`src/rtl/imm_prefix_controller.sv`:
```
// imm_prefix_controller
//   Builds wide immediates for the 16-bit CPU from a run of 4-bit prefix
//   instructions followed by a final instruction that supplies the last
//   nibble. The assembled value is sign-extended, zero-extended or forced
//   to zero, then registered for the ALU/address path.
//
//   Optional feature: define IMM_PREFIX_TIMEOUT_EN to discard a run that
//   sits idle for TIMEOUT_CYCLES cycles. When it is undefined, prefix_timeout
//   is tied low and a run is held until it completes, is flushed or is reset.
//
// Ports
//   clk                     rising-edge clock
//   reset_n                 synchronous active-low reset
//   instr_valid             decode presents an instruction
//   is_prefix               presented instruction is a prefix
//   Immediate[3:0]          prefix payload or final immediate nibble
//   ImmediateSourceControl  00 sign-ext, 01 zero-ext, 1x force zero (final only)
//   stall                   hold all state, accept nothing
//   flush                   drop any pending run (beats a same-cycle instruction)
//   Immediate_Extension     registered 16-bit result, held between pulses
//   imm_valid               1-cycle pulse, Immediate_Extension updated
//   prefix_pending          at least one prefix held
//   prefix_overflow         1-cycle pulse, a 4th prefix pushed out the oldest nibble
//   prefix_timeout          1-cycle pulse, idle run discarded
module imm_prefix_controller #(
   parameter int TIMEOUT_CYCLES = 8
) (
   input  logic        clk,
   input  logic        reset_n,
   input  logic        instr_valid,
   input  logic        is_prefix,
   input  logic [3:0]  Immediate,
   input  logic [1:0]  ImmediateSourceControl,
   input  logic        stall,
   input  logic        flush,
   output logic [15:0] Immediate_Extension,
   output logic        imm_valid,
   output logic        prefix_pending,
   output logic        prefix_overflow,
   output logic        prefix_timeout
);

   if (TIMEOUT_CYCLES < 1 || TIMEOUT_CYCLES > 255) begin : g_bad_timeout
      $error("TIMEOUT_CYCLES must be within 1..255");
   end

   typedef enum logic {IDLE, ACCUM} state_t;

   state_t      state_q, state_d;
   logic [11:0] acc_q, acc_d;
   logic [1:0]  cnt_q, cnt_d;
   logic [15:0] ext_d;
   logic        vld_d, ovf_d;
   logic        accept;

   // Final-instruction datapath: raw value zero-extended, plus the mask of
   // bits above the raw width that a sign extension has to fill.
   logic [15:0] raw;
   logic [15:0] sext_mask;
   logic        sign_bit;

   assign accept = instr_valid & ~stall & ~flush;

   always_comb begin
      raw       = {acc_q, Immediate};
      sext_mask = 16'h0000;
      sign_bit  = acc_q[11];
      case (cnt_q)
         2'd0: begin raw = {12'h000, Immediate};       sext_mask = 16'hFFF0; sign_bit = Immediate[3]; end
         2'd1: begin raw = {8'h00, acc_q[3:0], Immediate}; sext_mask = 16'hFF00; sign_bit = acc_q[3];  end
         2'd2: begin raw = {4'h0, acc_q[7:0], Immediate};  sext_mask = 16'hF000; sign_bit = acc_q[7];  end
         default: begin raw = {acc_q, Immediate};       sext_mask = 16'h0000; sign_bit = acc_q[11]; end
      endcase
   end

`ifdef IMM_PREFIX_TIMEOUT_EN
   logic [7:0] idle_q, idle_d;
   logic [7:0] idle_inc;
   logic       to_d;

   // Saturate so a very long stall cannot wrap the counter past the limit.
   assign idle_inc = (idle_q == 8'hFF) ? idle_q : idle_q + 8'd1;
`endif

   always_comb begin
      state_d = state_q;
      acc_d   = acc_q;
      cnt_d   = cnt_q;
      ext_d   = Immediate_Extension;
      vld_d   = 1'b0;
      ovf_d   = 1'b0;
`ifdef IMM_PREFIX_TIMEOUT_EN
      idle_d  = idle_q;
      to_d    = 1'b0;
`endif
      if (flush) begin
         acc_d   = 12'h000;
         cnt_d   = 2'd0;
         state_d = IDLE;
`ifdef IMM_PREFIX_TIMEOUT_EN
         idle_d  = 8'd0;
`endif
      end else if (accept) begin
`ifdef IMM_PREFIX_TIMEOUT_EN
         idle_d = 8'd0;
`endif
         if (is_prefix) begin
            acc_d   = {acc_q[7:0], Immediate};
            state_d = ACCUM;
            if (cnt_q == 2'd3) ovf_d = 1'b1;   // oldest nibble falls off the top
            else               cnt_d = cnt_q + 2'd1;
         end else begin
            case (ImmediateSourceControl)
               2'b00:   ext_d = sign_bit ? (raw | sext_mask) : raw;
               2'b01:   ext_d = raw;
               default: ext_d = 16'h0000;
            endcase
            vld_d   = 1'b1;
            acc_d   = 12'h000;
            cnt_d   = 2'd0;
            state_d = IDLE;
         end
      end
`ifdef IMM_PREFIX_TIMEOUT_EN
      else if (state_q == ACCUM) begin
         // Idle time accrues through stalls too, but the discard itself is
         // deferred until the pipeline is moving so stall keeps state frozen.
         idle_d = idle_inc;
         if (!stall && idle_inc >= 8'(TIMEOUT_CYCLES)) begin
            acc_d   = 12'h000;
            cnt_d   = 2'd0;
            state_d = IDLE;
            idle_d  = 8'd0;
            to_d    = 1'b1;
         end
      end
`endif
   end

   always_ff @(posedge clk) begin
      if (!reset_n) begin
         state_q             <= IDLE;
         acc_q               <= 12'h000;
         cnt_q               <= 2'd0;
         Immediate_Extension <= 16'h0000;
         imm_valid           <= 1'b0;
         prefix_pending      <= 1'b0;
         prefix_overflow     <= 1'b0;
      end else begin
         state_q             <= state_d;
         acc_q               <= acc_d;
         cnt_q               <= cnt_d;
         Immediate_Extension <= ext_d;
         imm_valid           <= vld_d;
         prefix_pending      <= (cnt_d != 2'd0);
         prefix_overflow     <= ovf_d;
      end
   end

`ifdef IMM_PREFIX_TIMEOUT_EN
   always_ff @(posedge clk) begin
      if (!reset_n) begin
         idle_q         <= 8'd0;
         prefix_timeout <= 1'b0;
      end else begin
         idle_q         <= idle_d;
         prefix_timeout <= to_d;
      end
   end
`else
   assign prefix_timeout = 1'b0;
`endif

endmodule

```
`config.mk`:
```
export PLATFORM = sky130hd
export DESIGN_NAME = imm_prefix_controller
export DESIGN_NICKNAME = d
export VERILOG_FILES = /design/src/rtl/imm_prefix_controller.sv
export SDC_FILE = /design/constraint.sdc
export NUM_CORES = 1
export LEC_CHECK = 0
export CAP_MARGIN = 20
export CORE_MARGIN = 5
export CORE_UTILIZATION = 50
export DETAILED_ROUTE_END_ITERATION = 10
export GPL_ROUTABILITY_DRIVEN = 1
export PLACE_DENSITY = 0.9
export REMOVE_ABC_BUFFERS = 1
export SLEW_MARGIN = 20
export SYNTH_ARGS = -nofsm -noshare
export SYNTH_HDL_FRONTEND = slang
export SYNTH_SLANG_ARGS = --single-unit
```
`constraint.sdc`:
```
create_clock -name clk -period 2.1 [get_ports clk]
set_clock_uncertainty 0.1 [all_clocks]
set_input_delay 0.21 -clock clk [delete_from_list [all_inputs] [get_ports clk]]
set_output_delay 0.21 -clock clk [all_outputs]
set_load 0.05 [all_outputs]
```
==> results of run 1 <==
## state kept, by name, summed over array words and instances (netlist names)
register / count
prefix_overflow: 1
cnt_q: 2
acc_q: 12
imm_valid: 1
prefix_pending: 1
Immediate_Extension: 16
## final cells by class
type                            instances  area, um^2
Clock buffer                            5        37.5
Timing Repair Buffer                   35         338
Fill cell                             216         828
Clock inverter                          1        5.00
Tap cell                               30        37.5
Sequential cell                        33         661
Inverter                                3        11.3
Multi-Input combinational cell        113         582
## report_power, final
| part | internal, mW | leakage (nW) | total [mW] | switching, mW |
|---|---|---|---|---|
| Sequential | 0.631 | 0.266 | 0.635 | 0.00367 |
| Combinational | 0.0446 | 0.325 | 0.108 | 0.0635 |
| Clock | 0.116 | 0.0269 | 0.311 | 0.195 |
| Total | 0.792 | 0.618 | 1.05 | 0.262 |
## worst max path at each step
stage                                       from  depth (start not counted)                 endpoint  slack [ns]
after floorplan                            stall                          3  Immediate_Extension[10]        0.52
after global placement                     flush                          4  Immediate_Extension[10]        0.34
after detailed placement                   flush                          5   Immediate_Extension[9]        0.22
after CTS                 Immediate_Extension[0]                          1   Immediate_Extension[0]        0.28
after global routing      Immediate_Extension[0]                          1   Immediate_Extension[0]        0.23
final                     Immediate_Extension[0]                          1   Immediate_Extension[0]        0.29
## through the flow
| stage | util [%] | power, mW | setup WS [ns] | instance area (um^2) | cells |
|---|---|---|---|---|---|
| final | 66.9 | 1.05 | 0.290 | 1670 | 220 |
| after CTS | 66.9 | 1.06 | 0.276 | 1670 | 220 |
| after global placement | 65.2 | 0.753 | 0.338 | 1630 | 214 |
| after detailed placement | 65.2 | 0.756 | 0.225 | 1630 | 214 |
| after floorplan | - | 0.701 | 0.523 | 1250 | 149 |
| after global routing | 66.9 | 1.09 | 0.227 | 1670 | 220 |
## placed cells by master (no fill, tap or decap)
cell type,n
sky130_fd_sc_hd__nand2_1,44
sky130_fd_sc_hd__dfxtp_1,33
sky130_fd_sc_hd__clkdlybuf4s50_1,30
sky130_fd_sc_hd__a21oi_1,21
sky130_fd_sc_hd__nor2_1,10
sky130_fd_sc_hd__o21ai_1,6
sky130_fd_sc_hd__clkbuf_4,5
sky130_fd_sc_hd__buf_4,5
sky130_fd_sc_hd__a22o_1,4
sky130_fd_sc_hd__nand3b_1,4
sky130_fd_sc_hd__a21boi_1,4
sky130_fd_sc_hd__inv_1,3
sky130_fd_sc_hd__o21ai_0,3
sky130_fd_sc_hd__nor2b_1,2
sky130_fd_sc_hd__nor3b_1,2
sky130_fd_sc_hd__nand2b_1,1
sky130_fd_sc_hd__or2_1,1
sky130_fd_sc_hd__mux2i_1,1
sky130_fd_sc_hd__a2111oi_2,1
sky130_fd_sc_hd__nor4b_2,1
sky130_fd_sc_hd__nor3_1,1
sky130_fd_sc_hd__o21bai_1,1
sky130_fd_sc_hd__a31oi_1,1
sky130_fd_sc_hd__or4_4,1
sky130_fd_sc_hd__and3_1,1
sky130_fd_sc_hd__o31ai_1,1
sky130_fd_sc_hd__or3_1,1
sky130_fd_sc_hd__conb_1,1
sky130_fd_sc_hd__clkinv_2,1
## layer usage
layer,up-vias,wire (um),GRT usage [%]
li1,593,-,-
met1,543,1240,23.7
met2,46,1450,31.0
met3,8,252,6.08
met4,0,79,8.67
met5,-,0,0
## logic make-up after synthesis
family          synth area share (%)
compound gates                  19.2
buf+inv                         5.34
flops                           50.3
mux                            0.763
other cells                    0.286
simple gates                    24.1
==> results.sh, run 1 <==
export IMPL_status="finished clean"
export IMPL_detail_route_drc_violations=0
export IMPL_timing_hold_worst_class="reg2reg"
export IMPL_critical_path_s_largest_stage_delay_ns=0.82
export IMPL_p_per_area_nw_per_um2=630
export IMPL_global_route_overflow_total=0
export IMPL_area_delta_synth_final_pct=27.4
export IMPL_avgSynthCellArea_um2=8.20
export IMPL_die_height_um=61.2
export IMPL_wl_per_cell_um=13.7
export IMPL_reg2reg_depth=4
export IMPL_netlist_cell_type_count=29
export IMPL_cp_start_kind="flip-flop"
export IMPL_timing_setup_critical_path_class="reg2out"
export IMPL_cts_tree="yes"
export IMPL_synthTopCellsByCount="44 x sky130_fd_sc_hd__nand2_1, 33 x sky130_fd_sc_hd__dfxtp_1, 21 x sky130_fd_sc_hd__a21oi_1, 10 x sky130_fd_sc_hd__nor2_1, 6 x sky130_fd_sc_hd__o21ai_1"
export IMPL_timing_critical_path_required_ns=1.79
export IMPL_crit_buf_inv=1
export IMPL_synth_most_common_cell="sky130_fd_sc_hd__nand2_1"
export IMPL_placeableCoreArea_um2=2500
export IMPL_initial_utilization_pct=52.5
export IMPL_synth_area_top_cells="sky130_fd_sc_hd__dfxtp_1 50%, sky130_fd_sc_hd__nand2_1 13%, sky130_fd_sc_hd__a21oi_1 8.0%"
export IMPL_worstReg2RegEnd="Immediate_Extension[12]"
export IMPL_synth_cells=160
export IMPL_worst_slew_pin_slew_ns=0.530
export IMPL_synthArstFlopShare_pct=0
export IMPL_timing_fmax_ghz=0.552
export IMPL_synth_seq_cells=33
export IMPL_cts_repair_timing_setup_buffer_count=0
export IMPL_critical_path_endpoint_type="output pin"
export IMPL_overall_die_area_um2=3750
export IMPL_cts_buffer_depth=2
export IMPL_setup_tns_ns=0
export IMPL_post_cts_resized_instances=0
export IMPL_timing_rr_start="cnt_q[0]"
export IMPL_rsz0062_at_grt="false"
export IMPL_dominantRegCellSynth="sky130_fd_sc_hd__dfxtp_1"
export IMPL_setup_viol_count_final=0
export IMPL_holdWs_ns=0.355
export IMPL_gp_congestion=0.844
export IMPL_critical_path_top_delay_family="buffers and inverters"
export IMPL_vias=1190
export IMPL_r2r_setup_slack_ns=0.55
export IMPL_detail_route_antenna_nets=0
export IMPL_die_width_um=61.2
export IMPL_port_buffers=30
export IMPL_hold_viol_final=0
export IMPL_antenna_found_initial=0
export IMPL_arrival_time_worst_endpoint_ns=1.50
export IMPL_share_of_the_clock_period_used_by_the_worst_path_after_layout_pct=86.2
export IMPL_pin_count_of_the_biggest_net_entering_global_routing=16
export IMPL_cp_slowest_cell="sky130_fd_sc_hd__clkdlybuf4s50_1"
export IMPL_detail_route_vias_per_cell=5.41
export IMPL_netlist_area_leader_share_pct=50.3
export IMPL_worstHoldStart="Immediate_Extension[2]"
export IMPL_crit_path_max_fanout=2
export IMPL_worst_ir_drop_vdd_mv=0.597
export IMPL_critical_path_cell_chain="clkdlybuf4s50_1"
export IMPL_first_global_vias=1169
export IMPL_dr_first_iter_drc_count=18
export IMPL_whs_path_depth=2
export IMPL_count_of_synthesis_stage_warnings_from_yosys=0
export IMPL_num_io_pins=32
export IMPL_layout_nets=203
export IMPL_postRouteWirelength_um=3020
export IMPL_count_of_final_max_slew_check_failures=0
export IMPL_number_of_h_tree_branching_levels=2
export IMPL_clock_latency_ns=0.33
export IMPL_cts_buffers=5
export IMPL_synth_seq_area_share_pct=50.3
export IMPL_core_rowCount=18
export IMPL_dp_hpwl_um=2350
export IMPL_share_of_post_route_cells_with_drive_strength_above_1_pct=7.37
export IMPL_synth_edf_count=0
export IMPL_track_usage_pct=19.3
export IMPL_ctsHoldBuffers=0
export IMPL_syn_cell_area_um2=1310
export IMPL_clkSlewWorstSetupHoldPaths_ns=0.10
export IMPL_worst_hold_path_endpoint="Immediate_Extension[2]"
export IMPL_drt_first_pass_iters=4
export IMPL_slew_headroom_pct=64.6
export IMPL_netlist_top_cell_by_area="sky130_fd_sc_hd__dfxtp_1"
export IMPL_grt_pass1_wl_um=5300
export IMPL_power_static_leakage_nw=0.618
export IMPL_maxCapViolCount=0
export IMPL_num_antenna_cells=0
export IMPL_root_buffer="sky130_fd_sc_hd__clkbuf_4"
export IMPL_cts_num_sinks=33
export IMPL_layout_min_cycle_time_ns=1.81
No activity file was read; power rests on OpenSTA's default activity.
==> inputs of run 2 (changes only) <==
Settings changed: HOLD_SLACK_MARGIN from default to 0.03.
==> results of run 2 <==
The final DEF is identical to that of run 1; final timing and power are the same.
==> inputs of run 3 (changes only) <==
Settings changed: CORE_UTILIZATION 50 to 48, PLACE_DENSITY 0.9 to 0.87.
Clock period 2.1 ns to 1.9 ns, I/O delays scaled along.
==> run 3 against run 2 <==
Critical path depth unchanged. Register-to-register slack got worse by 0.20 ns. Die area increased by 3.5%. Flip-flop and latch count unchanged. Routed wire length increased by 0.20%. Final cell count increased by 1.4%.
==> results.sh, run 3 (synthesized netlist as in run 1, its figures left out) <==
export IMPL_arrival_time_worst_endpoint_ns=1.51
export IMPL_use_met3_pct=7.57
export IMPL_maxCapViolCount=0
export IMPL_power_share_switching_pct=24.3
export IMPL_grt_met1_usage_pct=19.1
export IMPL_p_per_area_nw_per_um2=720
export IMPL_crit_buf_inv=1
export IMPL_power_static_leakage_nw=0.627
export IMPL_p_int_mw=0.923
export IMPL_detail_route_antenna_nets=0
export IMPL_num_antenna_cells=0
export IMPL_number_of_flip_flops_under_the_largest_register_name=16
export IMPL_ctsHoldBuffers=0
export IMPL_port_buffers=30
export IMPL_vias=1165
export IMPL_crit_path_max_fanout=2
export IMPL_antenna_found_initial=0
export IMPL_status="finished clean"
export IMPL_layout_min_cycle_time_ns=1.80
export IMPL_slew_headroom_pct=61.8
export IMPL_rsz0062_at_grt="false"
export IMPL_nFillCells=247
export IMPL_overall_die_area_um2=3880
export IMPL_cp_slowest_cell="sky130_fd_sc_hd__clkdlybuf4s50_1"
export IMPL_use_met2_pct=28.0
export IMPL_clock_latency_ns=0.33
export IMPL_post_route_worst_setup_slack_ns=0.101
export IMPL_seq_area_um2=661
export IMPL_die_height_um=62.3
export IMPL_power_clock_fraction_pct=32.5
export IMPL_dr_first_iter_drc_count=36
export IMPL_global_route_overflow_total=0
export IMPL_area_delta_synth_final_pct=29.0
export IMPL_post_cts_resized_instances=0
export IMPL_first_global_vias=1173
export IMPL_power_combinational_fraction_pct=9.9
export IMPL_cts_buffers=5
export IMPL_finalCoreUtilization_pct=63.0
export IMPL_fraction_of_power_consumed_by_sequential_logic_pct=57.6
export IMPL_hold_viol_final=0
export IMPL_pre_cts_ws_ns=0.0780
export IMPL_share_of_post_route_cells_with_drive_strength_above_1_pct=7.81
export IMPL_pin_count_of_the_biggest_net_entering_global_routing=16
export IMPL_critical_path_top_delay_family="buffers and inverters"
export IMPL_registers_top_by_ff_count="Immediate_Extension"
export IMPL_dp_hpwl_um=2290
export IMPL_cts_repair_timing_setup_buffer_count=0
export IMPL_mostFrequentLayoutCells="44 x sky130_fd_sc_hd__nand2_1, 33 x sky130_fd_sc_hd__dfxtp_1, 30 x sky130_fd_sc_hd__clkdlybuf4s50_1"
export IMPL_placeableCoreArea_um2=2690
export IMPL_grt_busiest_layer="met2"
export IMPL_root_buffer="sky130_fd_sc_hd__clkbuf_4"
export IMPL_detail_route_drc_violations=0
export IMPL_count_of_final_max_slew_check_failures=0
export IMPL_worst_ir_drop_vdd_mv=0.565
export IMPL_cts_tree="yes"
export IMPL_die_width_um=62.3
export IMPL_number_of_h_tree_branching_levels=2
export IMPL_layout_cells_most_common="sky130_fd_sc_hd__nand2_1"
export IMPL_initial_utilization_pct=48.9
export IMPL_design_power_total_mw=1.22
export IMPL_wl_per_cell_um=13.6
export IMPL_setup_tns_ns=0
export IMPL_num_io_pins=32
export IMPL_postRouteWirelength_um=3030
export IMPL_cp_start_kind="flip-flop"
export IMPL_critical_path_cell_chain="clkdlybuf4s50_1"
export IMPL_setup_viol_count_final=0
export IMPL_timing_fmax_ghz=0.556
export IMPL_worst_slew_pin_slew_ns=0.572
export IMPL_reg_largest_list="Immediate_Extension: 16 flops, acc_q: 12 flops, cnt_q: 2 flops"
export IMPL_drt_first_pass_iters=4
export IMPL_multiInputGateArea_um2=582
export IMPL_critical_path_s_largest_stage_delay_ns=0.83
export IMPL_cts_num_sinks=33
export IMPL_power_switching_mw=0.295
export IMPL_timing_hold_worst_class="in2reg"
export IMPL_detail_route_vias_per_cell=5.22
export IMPL_clkSlewWorstSetupHoldPaths_ns=0.09
export IMPL_share_of_the_clock_period_used_by_the_worst_path_after_layout_pct=94.7
export IMPL_core_rowCount=19
export IMPL_grt_pass1_wl_um=5310
export IMPL_critical_path_endpoint_type="output pin"
export IMPL_timing_setup_critical_path_class="reg2out"
export IMPL_gp_congestion=0.836
export IMPL_cts_buffer_depth=2
export IMPL_timing_critical_path_required_ns=1.61
export IMPL_track_usage_pct=16.8
export IMPL_layout_nets=204
run 3: through the flow:
step / hold WS, ns / instance area (um^2) / std cells
floorplan: 0.193 / 1250 / 149
CTS: 0.324 / 1690 / 223
finish: 0.341 / 1690 / 223
detailed placement: 0.343 / 1640 / 216
global placement: 0.338 / 1640 / 216
global route: 0.346 / 1690 / 223
run 3: worst paths after layout:
| path | from | end | slack [ns] | cells past startpoint |
|---|---|---|---|---|
| min | Immediate[1] | acc_q[1] | 0.34 | 3 |
| min reg2reg | Immediate_Extension[12] | Immediate_Extension[12] | 0.35 | 2 |
| max | Immediate_Extension[1] | Immediate_Extension[1] | 0.10 | 1 |
| max reg2reg | cnt_q[0] | Immediate_Extension[15] | 0.35 | 4 |
run 3: metal layers:
layer | share of wire, % | wire, um
met2 | 49 | 1480
met5 | 0 | 0
met1 | 41 | 1250
met3 | 8.6 | 260
met4 | 1.2 | 35
run 3: final cells by class:
cell class / count / area share (%)
multi-input cells: 113 / 34.4
flip-flops and latches: 33 / 39.0
well taps: 31 / 2.29
clock buffers: 7 / 3.25
inverters: 3 / 0.665
repair buffers: 36 / 20.4
run 3: power groups by stage:
stage	logic, mW	registers (mW)	clock network (mW)
after detailed placement	0.119	0.718	0
after floorplan	0.0401	0.735	0
after global placement	0.117	0.718	0
after CTS	0.120	0.702	0.405
final	0.120	0.702	0.396
after global routing	0.129	0.703	0.440
